File: src/rtl/conv_pkg.sv
// rtl/conv_pkg.sv - shared types and constants for the convolutional frame sequencer
package conv_pkg;
  typedef enum logic [2:0] {
    ST_IDLE,
    ST_SYNC,
    ST_DATA,
    ST_TAIL,
    ST_GAP
  } state_t;

  localparam int         CONV_K   = 3;
  localparam logic [2:0] CONV_G0  = 3'b111;
  localparam logic [2:0] CONV_G1  = 3'b101;
  localparam int         SYNC_LEN = 16;
endpackage

File: src/rtl/conv_enc_core.sv
// rtl/conv_enc_core.sv - K=3 rate-1/2 encoder shift register with combinational coded outputs
module conv_enc_core
  import conv_pkg::*;
(
  input  logic clk,
  input  logic reset,
  input  logic clear,
  input  logic en,
  input  logic d,
  output logic c0,
  output logic c1
);
  // sr[1] is the newest bit (s0), sr[0] the oldest (s1)
  logic [CONV_K-2:0] sr;
  logic [CONV_K-1:0] taps;

  assign taps = {d, sr};
  assign c0   = ^(taps & CONV_G0);
  assign c1   = ^(taps & CONV_G1);

  always_ff @(posedge clk) begin
    if (reset || clear) begin
      sr <= '0;
    end else if (en) begin
      sr <= {d, sr[CONV_K-2:1]};
    end
  end
endmodule

File: src/rtl/conv_frame_ctrl.sv
// rtl/conv_frame_ctrl.sv - sync + encoded payload + tail + gap frame sequencer; CONV_PUNCTURE_EN selects rate-2/3
module conv_frame_ctrl
  import conv_pkg::*;
#(
  parameter int          FRAME_LEN  = 64,
  parameter int          GAP_CYCLES = 4,
  parameter logic [15:0] SYNC_WORD  = 16'hA5C3
) (
  input  logic clk,
  input  logic reset,
  input  logic start,
  output logic busy,
  input  logic in_valid,
  input  logic in_data,
  output logic in_ready,
  output logic out_valid,
  output logic out_data,
  output logic out_sof,
  output logic out_eof,
  output logic frame_done
);
  localparam int   PW      = $clog2(FRAME_LEN + 1);
  localparam int   GW      = $clog2(GAP_CYCLES + 2);
  localparam logic LEN_ODD = 1'(FRAME_LEN % 2);

  state_t          state, state_n;
  logic            phase_b, phase_b_n;
  logic [3:0]      sync_cnt, sync_cnt_n;
  logic [PW-1:0]   pay_cnt, pay_cnt_n;
  logic [1:0]      tail_cnt, tail_cnt_n;
  logic [GW-1:0]   gap_cnt, gap_cnt_n;
  logic            d_reg, d_reg_n;
  logic            busy_n, in_ready_n, out_valid_n, out_data_n;
  logic            out_sof_n, out_eof_n, frame_done_n;
  logic            enc_clr, enc_en, enc_d, c0, c1;
  logic            k_odd, drop_c1;

  conv_enc_core u_enc (
    .clk   (clk),
    .reset (reset),
    .clear (enc_clr),
    .en    (enc_en),
    .d     (enc_d),
    .c0    (c0),
    .c1    (c1)
  );

  // pay_cnt already counts the bit in flight, so payload index k = pay_cnt-1
  assign k_odd = (state == ST_TAIL) ? (LEN_ODD ^ tail_cnt[1]) : ~pay_cnt[0];
`ifdef CONV_PUNCTURE_EN
  assign drop_c1 = k_odd;
`else
  assign drop_c1 = 1'b0;
`endif

  always_comb begin
    state_n      = state;
    phase_b_n    = phase_b;
    sync_cnt_n   = sync_cnt;
    pay_cnt_n    = pay_cnt;
    tail_cnt_n   = tail_cnt;
    gap_cnt_n    = gap_cnt;
    d_reg_n      = d_reg;
    in_ready_n   = 1'b0;
    out_valid_n  = 1'b0;
    out_data_n   = 1'b0;
    out_sof_n    = 1'b0;
    out_eof_n    = 1'b0;
    frame_done_n = 1'b0;
    enc_clr      = 1'b0;
    enc_en       = 1'b0;
    enc_d        = d_reg;
    unique case (state)
      ST_IDLE: begin
        // the frame_done cycle itself never accepts a new start
        if (start && !frame_done) begin
          state_n     = ST_SYNC;
          sync_cnt_n  = '0;
          pay_cnt_n   = '0;
          enc_clr     = 1'b1;
          out_valid_n = 1'b1;
          out_data_n  = SYNC_WORD[SYNC_LEN-1];
          out_sof_n   = 1'b1;
        end
      end
      ST_SYNC: begin
        if (sync_cnt == 4'(SYNC_LEN - 1)) begin
          state_n    = ST_DATA;
          phase_b_n  = 1'b0;
          in_ready_n = 1'b1;
        end else begin
          sync_cnt_n  = sync_cnt + 4'd1;
          out_valid_n = 1'b1;
          out_data_n  = SYNC_WORD[4'(SYNC_LEN - 2) - sync_cnt];
        end
      end
      ST_DATA: begin
        if (!phase_b) begin
          in_ready_n = 1'b1;
          if (in_valid) begin
            enc_d       = in_data;
            d_reg_n     = in_data;
            out_valid_n = 1'b1;
            out_data_n  = c0;
            in_ready_n  = 1'b0;
            phase_b_n   = 1'b1;
            pay_cnt_n   = pay_cnt + 1'b1;
          end
        end else begin
          enc_en      = 1'b1;
          out_valid_n = ~drop_c1;
          out_data_n  = c1 & ~drop_c1;
          phase_b_n   = 1'b0;
          if (pay_cnt == PW'(FRAME_LEN)) begin
            state_n    = ST_TAIL;
            tail_cnt_n = '0;
          end else begin
            in_ready_n = 1'b1;
          end
        end
      end
      ST_TAIL: begin
        enc_d = 1'b0;
        if (!tail_cnt[0]) begin
          out_valid_n = 1'b1;
          out_data_n  = c0;
          // a punctured final tail bit ends the frame on its c0
          if (tail_cnt == 2'd2 && drop_c1) begin
            out_eof_n = 1'b1;
            state_n   = ST_GAP;
            gap_cnt_n = '0;
          end else begin
            tail_cnt_n = tail_cnt + 2'd1;
          end
        end else begin
          enc_en      = 1'b1;
          out_valid_n = ~drop_c1;
          out_data_n  = c1 & ~drop_c1;
          if (tail_cnt == 2'd3) begin
            out_eof_n = 1'b1;
            state_n   = ST_GAP;
            gap_cnt_n = '0;
          end else begin
            tail_cnt_n = tail_cnt + 2'd1;
          end
        end
      end
      ST_GAP: begin
        if (gap_cnt == GW'(GAP_CYCLES)) begin
          state_n      = ST_IDLE;
          frame_done_n = 1'b1;
        end else begin
          gap_cnt_n = gap_cnt + 1'b1;
        end
      end
      default: state_n = ST_IDLE;
    endcase
    busy_n = (state_n != ST_IDLE);
  end

  always_ff @(posedge clk) begin
    if (reset) begin
      state      <= ST_IDLE;
      phase_b    <= 1'b0;
      sync_cnt   <= '0;
      pay_cnt    <= '0;
      tail_cnt   <= '0;
      gap_cnt    <= '0;
      d_reg      <= 1'b0;
      busy       <= 1'b0;
      in_ready   <= 1'b0;
      out_valid  <= 1'b0;
      out_data   <= 1'b0;
      out_sof    <= 1'b0;
      out_eof    <= 1'b0;
      frame_done <= 1'b0;
    end else begin
      state      <= state_n;
      phase_b    <= phase_b_n;
      sync_cnt   <= sync_cnt_n;
      pay_cnt    <= pay_cnt_n;
      tail_cnt   <= tail_cnt_n;
      gap_cnt    <= gap_cnt_n;
      d_reg      <= d_reg_n;
      busy       <= busy_n;
      in_ready   <= in_ready_n;
      out_valid  <= out_valid_n;
      out_data   <= out_data_n;
      out_sof    <= out_sof_n;
      out_eof    <= out_eof_n;
      frame_done <= frame_done_n;
    end
  end
endmodule
File: config.mk
export PLATFORM = sky130hd
export DESIGN_NAME = conv_frame_ctrl
export DESIGN_NICKNAME = d
export VERILOG_FILES = /design/src/rtl/conv_pkg.sv /design/src/rtl/conv_enc_core.sv /design/src/rtl/conv_frame_ctrl.sv
export SDC_FILE = /design/constraint.sdc
export NUM_CORES = 1
export LEC_CHECK = 0
export CAP_MARGIN = 10
export CORE_MARGIN = 2
export CORE_UTILIZATION = 46
export CTS_CLUSTER_DIAMETER = 80
export DETAILED_ROUTE_END_ITERATION = 10
export DONT_BUFFER_PORTS = 1
export HOLD_SLACK_MARGIN = 0.15
export PLACE_DENSITY = 0.7
export SETUP_SLACK_MARGIN = 0.2
export SYNTH_ARGS = -nofsm -noshare
export SYNTH_HDL_FRONTEND = slang
export SYNTH_SLANG_ARGS = --single-unit
export TNS_END_PERCENT = 100
File: constraint.sdc
create_clock -name clk -period 1.7 [get_ports clk]
set_input_delay 0.255 -clock clk [delete_from_list [all_inputs] [get_ports clk]]
set_output_delay 0.255 -clock clk [all_outputs]
set_load 0.01 [all_outputs]
Word-level counts from Yosys, hierarchy flattened
Memory sizes are Yosys's and may differ from the RTL's.
Cells that the tools add are included.
{"block": "op_classes", "bitwise_logic": 3, "n_addsub": 5, "reduce_logical": 20, "div_mod_pow": 0, "n_eq_ne": 19, "n_lt_le_gt_ge": 1, "multipliers": 0, "shifts": 0, "n_mux": 52}
{"cell": "two-way mux 3 bit", "count": 10}
{"cell": "two-way mux 1 bit", "count": 22}
{"cell": "two-way mux 7 bit", "count": 3}
{"cell": "!= test 2 bit, second input constant", "count": 9}
{"cell": "one-hot mux 3 bit (5 select lines)", "count": 1}
{"cell": "one-hot mux 7 bit (2 select lines)", "count": 1}
{"cell": "AND reduction 4 bit", "count": 3}
{"cell": "nonzero test 2 bit", "count": 5}
{"cell": "two-way mux 2 bit", "count": 4}
{"cell": "two-way mux 4 bit", "count": 2}
{"cell": "one-hot mux 1 bit (2 select lines)", "count": 4}
{"cell": "one-hot mux 1 bit (4 select lines)", "count": 2}
{"cell": "one-hot mux 4 bit (2 select lines)", "count": 1}
{"cell": "adder 7 x 1 -> 7 bit, second input constant", "count": 1}
{"cell": "== test 7 bit, second input constant", "count": 1}
{"cell": "== test 3 x 2 -> 1 bit, second input constant", "count": 2}
{"cell": "== test 3 bit, second input constant", "count": 2}
{"cell": "one-hot mux 3 bit (2 select lines)", "count": 1}
{"cell": "AND reduction 3 bit", "count": 2}
{"cell": "parity 3 bit", "count": 2}
{"cell": "< comparator 4 x 5 -> 1 bit, second input constant", "count": 1}
{"cell": "adder 4 x 1 -> 4 bit, second input constant", "count": 1}
{"cell": "== test 4 bit, second input constant", "count": 1}
{"cell": "one-hot mux 2 bit (2 select lines)", "count": 1}
{"cell": "16 further kinds", "count": 18}
{"block": "totals", "output_inout_bits": 7, "n_memories": 1, "latch_bits": 0, "regBits": 30, "ram_bits": 0, "mem_bits_ro": 16, "input_bits": 5, "wordCells": 117}
{"memory": "(no name shown)", "depth": 16, "word_bits": 1, "rd": 1, "rd_ports_with_merged_regs": 0, "wr": 0, "line_no": "conv_frame_ctrl.sv:94", "source": "out_data_n = SYNC_WORD[4'(SYNC_LEN - 2) - sync_cnt];"}

Longest topological paths before layout
Gate-level depths: netlist (run 1).
{"block": "logic_depth", "depth_word": 7, "depth_mapped": 7}

Cells and area by module
A second synthesis (run 1) with hierarchy kept.
{"block": "hier_totals", "hier_cells": 187, "area_unflattened_um2": 1645.3}
{"mod": "conv_frame_ctrl", "instances": 1, "seq_area_each_um2": 560.5, "area_each_um2": 1557.7, "cells_each": 179}
{"mod": "conv_enc_core", "instances": 1, "seq_area_each_um2": 40.0, "area_each_um2": 87.6, "cells_each": 8}

Least setup slack after synthesis (run 1)
OpenSTA, ideal clock, no wires.
{"block": "synth_timing", "path_type": "register to register", "from": "register state[1]", "to": "register gap_cnt[1]", "setup_slack_ns": 0.096, "arrival_time_ns": 1.537, "stages_incl_launch_ff": 7, "synth_period_minus_slack_ns": 1.604, "n_path_buf": 1, "cell_sequence": "dfxtp_1 -> buf_2 -> or3b_4 -> a21oi_4 -> nor2_2 -> or3b_1 -> a21oi_2"}
{"block": "synth_via", "elab_chain_len": 3, "word_cells_on_any_way": 8, "cone_classes": "eq/ne (5); mux (1); reduce/logical (2)"}
{"element": "start, declared", "line_no": "conv_frame_ctrl.sv:26", "source": "state_t state, state_n;"}
{"element": "start signal, assigned", "line_no": "conv_frame_ctrl.sv:178", "source": "state <= state_n;"}
{"element": "== test 3 bit or == test 3 x 2 -> 1 bit (tied branches)", "line_no": "conv_frame_ctrl.sv:73", "source": "unique case (state)"}
{"element": "!= test 2 bit (no line), or another cell as far along"}
{"element": "AND reduction 4 bit (no line)"}
{"element": "end signal, assigned", "line_no": "conv_frame_ctrl.sv:183", "source": "gap_cnt <= gap_cnt_n;"}
{"element": "end, declared", "line_no": "conv_frame_ctrl.sv:31", "source": "logic [GW-1:0] gap_cnt, gap_cnt_n;"}
Parallel ways exist; a longest one is shown, timed or not.
A chain may end at the register's enable or synchronous reset.

Worst setup path after layout (run 1)
{"block": "layout_timing", "from": "register state[1]", "to": "register gap_cnt[0]"}
Same word-level chain as after synthesis.

==> results of run 1 <==
[through the flow]
step	util, %	cells	hold WS [ns]
6_report	58.0	252	-0.0227
5_1_grt	58.0	252	-0.0596
4_1_cts	56.1	250	-0.0418
3_5_place_dp	50.0	236	0.322
3_3_place_gp	50.0	236	0.323
2_1_floorplan	-	192	0.327
[power groups by stage]
stage / Combinational (mW) / Sequential (mW) / Clock (mW)
2_1_floorplan: 0.0796 / 0.738 / 0
3_3_place_gp: 0.0912 / 0.741 / 0
3_5_place_dp: 0.0947 / 0.741 / 0
4_1_cts: 0.104 / 0.721 / 0.531
5_1_grt: 0.122 / 0.723 / 0.566
6_report: 0.111 / 0.721 / 0.512
[layer usage]
| metal | vias up | share of wire, % | GRT usage [%] |
|---|---|---|---|
| met5 | - | 0 | 0 |
| met2 | 15 | 51 | 33.5 |
| met4 | 0 | 1.7 | 7.88 |
| met3 | 7 | 3.7 | 6.43 |
| li1 | 701 | - | - |
| met1 | 659 | 44 | 21.3 |
[critical path, delay by kind of cell, from the launching register on]
kind                   cells  cell delay [ns]
buffers and inverters      3             0.31
AO/OA/AOI/OAI              1             0.15
XOR/XNOR                   1             0.06
AND/OR/NAND/NOR            2             0.57
flip-flops                 1             0.37
[what timing repair did]
action                                  CTS  global route
pin swaps                                 8            10
gates resized for setup                  25            17
endpoints found under the setup margin   22            19
endpoints found under the hold margin    22            21
setup buffers                             5             2
[synth_stat cells, drive strengths merged, types with 2 or more instances]
cell type / count
dfxtp: 30
nor2: 30
nand2: 16
a21oi: 12
nor3: 9
ha: 8
clkbuf: 7
nand3: 7
o21ai: 6
inv: 5
nand2b: 5
xnor2: 5
xor2: 5
nor2b: 4
nor4bb: 4
mux2i: 3
nor3b: 3
or3b: 3
a21o: 2
a31oi: 2
and2: 2
buf: 2
nand3b: 2
nand4: 2
o31ai: 2
[final cells by class]
class | count | area share (%)
Sequential cell | 30 | 31.7
Clock buffer | 8 | 4.04
Timing Repair Buffer | 15 | 6.29
Inverter | 5 | 0.963
Tap cell | 46 | 2.95
Multi-Input combinational cell | 148 | 54.0
[path summary, 6_finish.rpt]
check	startpoint	endpoint	slack [ns]	depth (start not counted)
worst min register to register	pay_cnt[1]	pay_cnt[1]	0.48	2
worst max register to register	state[1]	gap_cnt[0]	0.17	7
worst min-delay path	reset	state[1]	-0.02	1
worst max-delay path	state[1]	gap_cnt[0]	0.17	7
[cells by family after synthesis]
family                   synth area share (%)
AND/OR/NAND/NOR                          30.2
buffers and inverters                    3.80
adder cells (fa/ha/maj)                  6.20
AO/OA/AOI/OAI                            14.7
flip-flops                               37.2
multiplexers                             2.56
XOR/XNOR                                 5.43
==> out/metrics.yaml, run 1 <==
placed_design:
  gp_congestion: 0.799
  place_area_um2: 1680
  dp_slack_ns: 0.0394
  place_hpwl_mm: 2.53
  io_buffers: 0
critical_path:
  crit_path_start_kind: "register"
  slowest_stage: "or3b_4"
  required_ns: 1.95
  crit_arrival_ns: 1.78
  critical-path-max-stage-delay_ns: 0.40
  critical_path_class: "register to register"
  cp_cell_sequence: "or3b_4 > a21oi_4 > buf_6 > buf_6 > buf_4 > xnor2_2 > nor3_2"
  crit_fanout: 7
  critPathCaptureType: "register"
  cp_common_cell: "buf_6"
finish:
  nNetsFinal: 218
  areaGrowthSynthToFinish_pct: 20.8
  post-route-cell-area_um2: 1950
  final_cell_mix: "24 x nor2_1, 22 x dfxtp_1, 14 x nand2_1"
  drive_above_1_share_pct: 29.1
  multiInputGateArea_um2: 1050
  regMostFlops: "pay_cnt"
  diodes: 0
  reg_top3: "pay_cnt: 7 flops, sync_cnt: 4 flops"
  layout_commonest_cell: "nor2_1"
  fillCellCount: 311
  largest_reg_flops: 7
  seq_area_um2: 618
global_routing:
  antenna_found_initial: 0
  grt_pass1_vias: 1364
  grt_util_all_layers_pct: 19.2
  overflow: 0
  grt_max_degree: 25
  grt_pass1_wl_mm: 6.02
sta:
  finalMaxSlewViolations: 0
  fmax_mhz: 653
  fin_ws_ns: 0.170
  setup_tns_ns: 0
  tightest_slew_ns: 0.354
  max-slew-margin-rel_pct: 76.1
  min_period_over_period_pct: 90.0
  setup_violations: 0
  min_period_ns: 1.53
  hold_viol: 16
  rsz0062_at_grt: "true"
  skew_ns: 0.00514
  whs_ns: -0.0227
floorplanning:
  die_h_um: 63.2
  initial_core_util_pct: 48.0
  fp.coreArea_um2: 3360
  num_rows: 21
  die_area_um2: 4000
  die_w_um: 63.2
  io_pins: 12
synthesis:
  syn-instance-count: 192
  synthArstFlopShare_pct: 0
  syn-num-nets: 205
  synth_ff_type: "dfxtp_1"
  yosysSeqAreaShare_pct: 37.2
  synth_area_leaders: "dfxtp_1 37%, nor2_1 6.7%, ha_1 6.2%"
  netlist_area_um2: 1610
  yosysTopAreaCellShare_pct: 37.2
  synth_area_per_cell_um2: 8.41
  yosys_warnings: 0
  synthDistinctLibCells: 49
  synth_area_leader_cell: "dfxtp_1"
  synth_edf_count: 0
  ys_ff_latch: 30
power:
  leakagePower_nw: 0.713
  swShare_pct: 22.5
  p_comb_share_pct: 8.3
  internal_power_mw: 1.04
  p_per_area_nw_per_um2: 689
  pwr-share-seq_pct: 53.7
  peakVddDrop_v: 0.000375
  total_power_mw: 1.34
  p_clk_share_pct: 38.1
  p_sw_mw: 0.302
clock_tree:
  root_buffer: "clkbuf_4"
  clk_pin_slew_ns: 0.09
  clock_sinks: 30
  clockBufferDepth: 2
  hold_buffers: 1
  ctsHtreeMaxLevel: 2
  clock_latency_ns: 0.33
  cts_tree: "yes"
  cts_buffers: 5
route:
  antenna_left: 0
  wl_mm: 3.40
  wl_per_cell_um: 13.5
  vias: 1382
  drc: 0
  drt_pass1_iterations: 4
  drt_iter0_drc: 59
  vias_per_cell: 5.48
worst_hold_path:
  hold_path_class: "input port to register"
run:
  drv_cap: 0
outcome:
  status: "complete, but fails checks"
  violations: "hold timing"
(Power assumes the default switching activity.)
==> run 2, diff against run 1 <==
==> constraint.sdc (replaced) <==
create_clock -name clk -period 2 [get_ports clk]
set_input_delay 0.3 -clock clk [delete_from_list [all_inputs] [get_ports clk]]
set_output_delay 0.3 -clock clk [all_outputs]
set_load 0.01 [all_outputs]
==> run 2 against run 1 <==
  * The flow now finishes without violations
  * Clock power decreased by 22%
  * Die area unchanged
  * Utilization shrank 6.1 points
  * Count of clock-buffer cells in the layout is 1 lower
  * Final cell count shrank 4.4%
  * Combinational power fell by 29%
  * Cell area decreased by 11%
  * Global-route usage down 1.1 points
  * Wire length rose by 0.35%
  * Power decreased by 18%
  * Non-clock buffer count fell by 11
  * Sequential power fell by 14%
  * Critical path type unchanged
  * Largest cell class unchanged
==> out/metrics.yaml, run 2 (synthesis results as in run 1) <==
route:
  drc: 0
  wl_mm: 3.41
  drt_pass1_iterations: 4
  vias: 1360
  wl_per_cell_um: 14.2
  vias_per_cell: 5.64
  antenna_left: 0
  drt_iter0_drc: 85
sta:
  skew_ns: 0.0168
  finalMaxSlewViolations: 0
  hold_viol: 0
  tightest_slew_ns: 0.833
  min_period_over_period_pct: 86.0
  setup_violations: 0
  max-slew-margin-rel_pct: 44.3
  setup_tns_ns: 0
  whs_ns: 0.214
  min_period_ns: 1.72
  fmax_mhz: 581
  rsz0062_at_grt: "false"
critical_path:
  required_ns: 2.29
  critical-path-max-stage-delay_ns: 0.46
  crit_arrival_ns: 2.01
  crit_fanout: 10
  critical_path_class: "register to register"
  slowest_stage: "or3b_4"
  crit_path_start_kind: "register"
  critPathCaptureType: "register"
  cp_cell_sequence: "or3b_4 > a21oi_4 > nor2_2 > or3b_1 > a21oi_2"
finish:
  regMostFlops: "pay_cnt"
  fin_util_pct: 51.8
  areaGrowthSynthToFinish_pct: 7.98
  diodes: 0
  reg_top3: "pay_cnt: 7 flops, sync_cnt: 4 flops"
  drive_above_1_share_pct: 11.8
  fillCellCount: 346
  seq_area_um2: 604
  largest_reg_flops: 7
  nNetsFinal: 207
  layout_commonest_cell: "nor2_1"
  final_cell_mix: "28 x nor2_1, 27 x dfxtp_1, 16 x nand2_1"
  post-route-cell-area_um2: 1740
  multiInputGateArea_um2: 967
global_routing:
  grtUsageMet3_pct: 5.36
  grt.met1_usage_pct: 19.9
  grt_pass1_wl_mm: 5.52
  grt_pass1_vias: 1257
  grt_max_degree: 23
  grtUsageMet2_pct: 31.3
  antenna_found_initial: 0
  overflow: 0
  busiest_layer: "met2"
  grt_util_all_layers_pct: 18.1
power:
  leakagePower_nw: 0.626
  p_per_area_nw_per_um2: 630
  peakVddDrop_v: 0.000384
  total_power_mw: 1.10
floorplanning:
  die_w_um: 63.2
  fp.coreArea_um2: 3360
  io_pins: 12
  die_h_um: 63.2
  num_rows: 21
  initial_core_util_pct: 48.0
  die_area_um2: 4000
clock_tree:
  clock_latency_ns: 0.36
  cts_tree: "yes"
  root_buffer: "clkbuf_4"
  cts_buffers: 5
  clk_pin_slew_ns: 0.10
  clock_sinks: 30
  clockBufferDepth: 2
  ctsHtreeMaxLevel: 2
placed_design:
  place_area_um2: 1640
  gp_congestion: 0.792
  place_hpwl_mm: 2.45
  io_buffers: 0
worst_hold_path:
  hold_path_class: "input port to register"
run:
  drv_cap: 0
outcome:
  status: "complete, no violations"
## run 2: routing by layer
layer	vias up	wire, µm
met1	647	1530
met2	27	1670
met4	0	80
met5	-	0
met3	8	135
li1	678	-
## run 2: power by group
group	total, mW	leakage (nW)	internal, mW	switching [mW]
combinational	0.0785	0.346	0.0295	0.0490
clock	0.399	0.0353	0.170	0.229
sequential	0.621	0.244	0.607	0.0140
total	1.10	0.626	0.807	0.292
## run 2: layout make-up
cell class	count	area share, %
clock buffers	7	3.16
repair buffers	4	2.01
clock inverters	1	0.287
multi-input cells	148	55.5
flip-flops and latches	30	34.7
well taps	46	3.30
inverters	5	1.08
## run 2: worst max-delay path: cells and delay by family, from the launching register on
kind,cells,cell delay [ns]
simple gates,3,0.93
flops,1,0.40
compound gates,2,0.33
## run 2: what timing repair did
item,in CTS,in global routing
endpoints found under the hold margin,22,0
setup buffers,0,0
gates resized for setup,0,7
hold buffers,2,0
setup endpoints to repair,0,15
## run 2: path summary, 6_finish.rpt
path / slack, ns / cells after the start / start / endpoint
worst min-delay path: 0.21 / 2 / in_valid / out_valid
worst max register to register: 0.28 / 5 / state[0] / gap_cnt[1]
worst min register to register: 0.49 / 2 / gap_cnt[1] / gap_cnt[1]
worst max-delay path: 0.28 / 5 / state[0] / gap_cnt[1]
## run 2: metrics by stage
stage | cells | setup WS [ns]
final | 241 | 0.279
after global routing | 241 | 0.213
after CTS | 241 | 0.249
after detailed placement | 231 | 0.253
after global placement | 231 | 0.316
after floorplan | 192 | 0.396
==> run 3, diff against run 2 <==
--- a/config.mk
+++ b/config.mk
@@ -5,14 +5,14 @@
 export SDC_FILE = /design/constraint.sdc
 export NUM_CORES = 1
 export LEC_CHECK = 0
+export BUFFER_PORTS_ARGS = -buffer_cell sky130_fd_sc_hd__clkbuf_2
 export CAP_MARGIN = 10
 export CORE_MARGIN = 2
 export CORE_UTILIZATION = 46
 export CTS_CLUSTER_DIAMETER = 80
 export DETAILED_ROUTE_END_ITERATION = 10
-export DONT_BUFFER_PORTS = 1
 export HOLD_SLACK_MARGIN = 0.15
-export PLACE_DENSITY = 0.7
+export PLACE_DENSITY_LB_ADDON = 0.05
 export SETUP_SLACK_MARGIN = 0.2
 export SYNTH_ARGS = -nofsm -noshare
 export SYNTH_HDL_FRONTEND = slang
==> run 3 against run 2 <==
  * First-iteration DRC count down 16%
  * Largest cell class unchanged
  * Critical endpoint unchanged
  * Largest power group unchanged
  * Maximum frequency grew 2.1%
  * Register-to-register slack improved by 0.04 ns
  * Via count grew 0.66%
  * Clock skew down 0.0081 ns
==> out/metrics.yaml, run 3 (synthesis results as in run 1) <==
route:
  wl_per_cell_um: 13.3
  drt_pass1_iterations: 4
  drc: 0
  vias: 1369
  drt_iter0_drc: 71
  antenna_left: 0
  vias_per_cell: 5.45
  wl_mm: 3.34
critical_path:
  critical_path_class: "register to register"
  r2r-start: "state[2]"
  worstRegToRegCells: 5
  crit_fanout: 7
  worstReg2RegEnd: "gap_cnt[1]"
  required_ns: 2.26
  crit_path_start_kind: "register"
  crit_arrival_ns: 1.95
  crit_start: "state[2]"
  reg2reg_setup_slack_ns: 0.31
  critPathCaptureType: "register"
finish:
  final_cell_mix: "29 x nor2_1, 26 x dfxtp_1, 16 x nand2_1"
  diodes: 0
  regMostFlops: "pay_cnt"
  multiInputGateArea_um2: 955
  post-route-cell-area_um2: 1790
  seq_area_um2: 606
  fillCellCount: 345
  reg_top3: "pay_cnt: 7 flops, sync_cnt: 4 flops"
  nNetsFinal: 217
  largest_reg_flops: 7
  areaGrowthSynthToFinish_pct: 10.9
  fin_util_pct: 53.2
  layout_commonest_cell: "nor2_1"
  final-instance-count-excl-fill: 251
  drive_above_1_share_pct: 16.1
clock_tree:
  ctsHtreeMaxLevel: 2
  clock_latency_ns: 0.32
  clock_sinks: 30
  clockBufferDepth: 2
  postCtsSetupBuffers: 0
  cts_buffers: 5
  cts_tree: "yes"
  clk_pin_slew_ns: 0.10
  root_buffer: "clkbuf_4"
sta:
  fmax_mhz: 593
  min_period_over_period_pct: 84.3
  setup_violations: 0
  tightest_slew_ns: 0.504
  rsz0062_at_grt: "false"
  skew_ns: 0.00863
  finalMaxSlewViolations: 0
  setup_tns_ns: 0
  whs_ns: 0.224
  max-slew-margin-rel_pct: 66.4
  min_period_ns: 1.69
  hold_viol: 0
power:
  pwr-share-seq_pct: 52.2
  leakagePower_nw: 0.672
  p_per_area_nw_per_um2: 660
  p_sw_mw: 0.275
  p_clk_share_pct: 40.1
  peakVddDrop_v: 0.000443
  swShare_pct: 23.3
  p_comb_share_pct: 7.7
  internal_power_mw: 0.906
worst_hold_path:
  min_from: "in_data"
  whs_endpoint: "d_reg"
  hold_path_class: "input port to register"
  min_path_cells: 3
placed_design:
  io_buffers: 11
  place_hpwl_mm: 2.45
  gp_congestion: 0.832
  place_area_um2: 1710
  placed_cells: 243
floorplanning:
  initial_core_util_pct: 48.0
  die_h_um: 63.2
  fp.coreArea_um2: 3360
  num_rows: 21
  io_pins: 12
  die_area_um2: 4000
  die_w_um: 63.2
global_routing:
  grt_pass1_vias: 1256
  antenna_found_initial: 0
  grt_pass1_wl_mm: 5.85
  overflow: 0
  grt_util_all_layers_pct: 18.5
  grt_max_degree: 25
outcome:
  status: "complete, no violations"
run:
  drv_cap: 0
[run 3: final cells by class]
| cell class | instances | area share [%] |
|---|---|---|
| multi-input cells | 148 | 53.4 |
| inverters | 5 | 1.05 |
| clock inverters | 1 | 1.68 |
| flip-flops and latches | 30 | 33.8 |
| repair buffers | 14 | 4.34 |
| clock buffers | 7 | 2.52 |
| well taps | 46 | 3.22 |
[run 3: power by group through the flow]
stage	Clock (mW)	Sequential, mW	Combinational (mW)
6_report	0.473	0.617	0.0910
5_1_grt	0.507	0.619	0.101
4_1_cts	0.486	0.616	0.0903
3_5_place_dp	0	0.630	0.0897
3_3_place_gp	0	0.630	0.0891
2_1_floorplan	0	0.627	0.0676
[run 3: how the worst max path moves through the flow]
stage	cells after the start	slack [ns]	to
2_1_floorplan	6	0.40	gap_cnt[1]
3_3_place_gp	5	0.29	gap_cnt[1]
3_5_place_dp	5	0.27	gap_cnt[1]
4_1_cts	5	0.24	gap_cnt[1]
5_1_grt	7	0.21	tail_cnt[1]
6_report	5	0.31	gap_cnt[1]
[run 3: critical path, cell delays in order, from the launching register on]
cell	delay (ns)
dfxtp_2	0.40
or3b_4	0.43
a21oi_4	0.21
nor2_2	0.07
or3b_1	0.39
a21oi_2	0.13
[run 3: timing repair]
item / CTS / global route
hold buffers: 0 / 0
endpoints found under the setup margin: 0 / 10
gates resized for setup: 0 / 5
[run 3: stage by stage]
stage	worst slack, ns	total power, mW
global placement	0.289	0.719
CTS	0.237	1.19
floorplan	0.396	0.695
finish	0.315	1.18
detailed placement	0.266	0.719
global route	0.208	1.23
[run 3: per-layer routing]
metal  global-route usage [%]  up-vias  wire [µm]
li1                         -      699          -
met1                     24.5      642       1600
met2                     29.7       21       1560
met3                     5.00        7        137
met4                     4.89        0         46
met5                        0        -          0
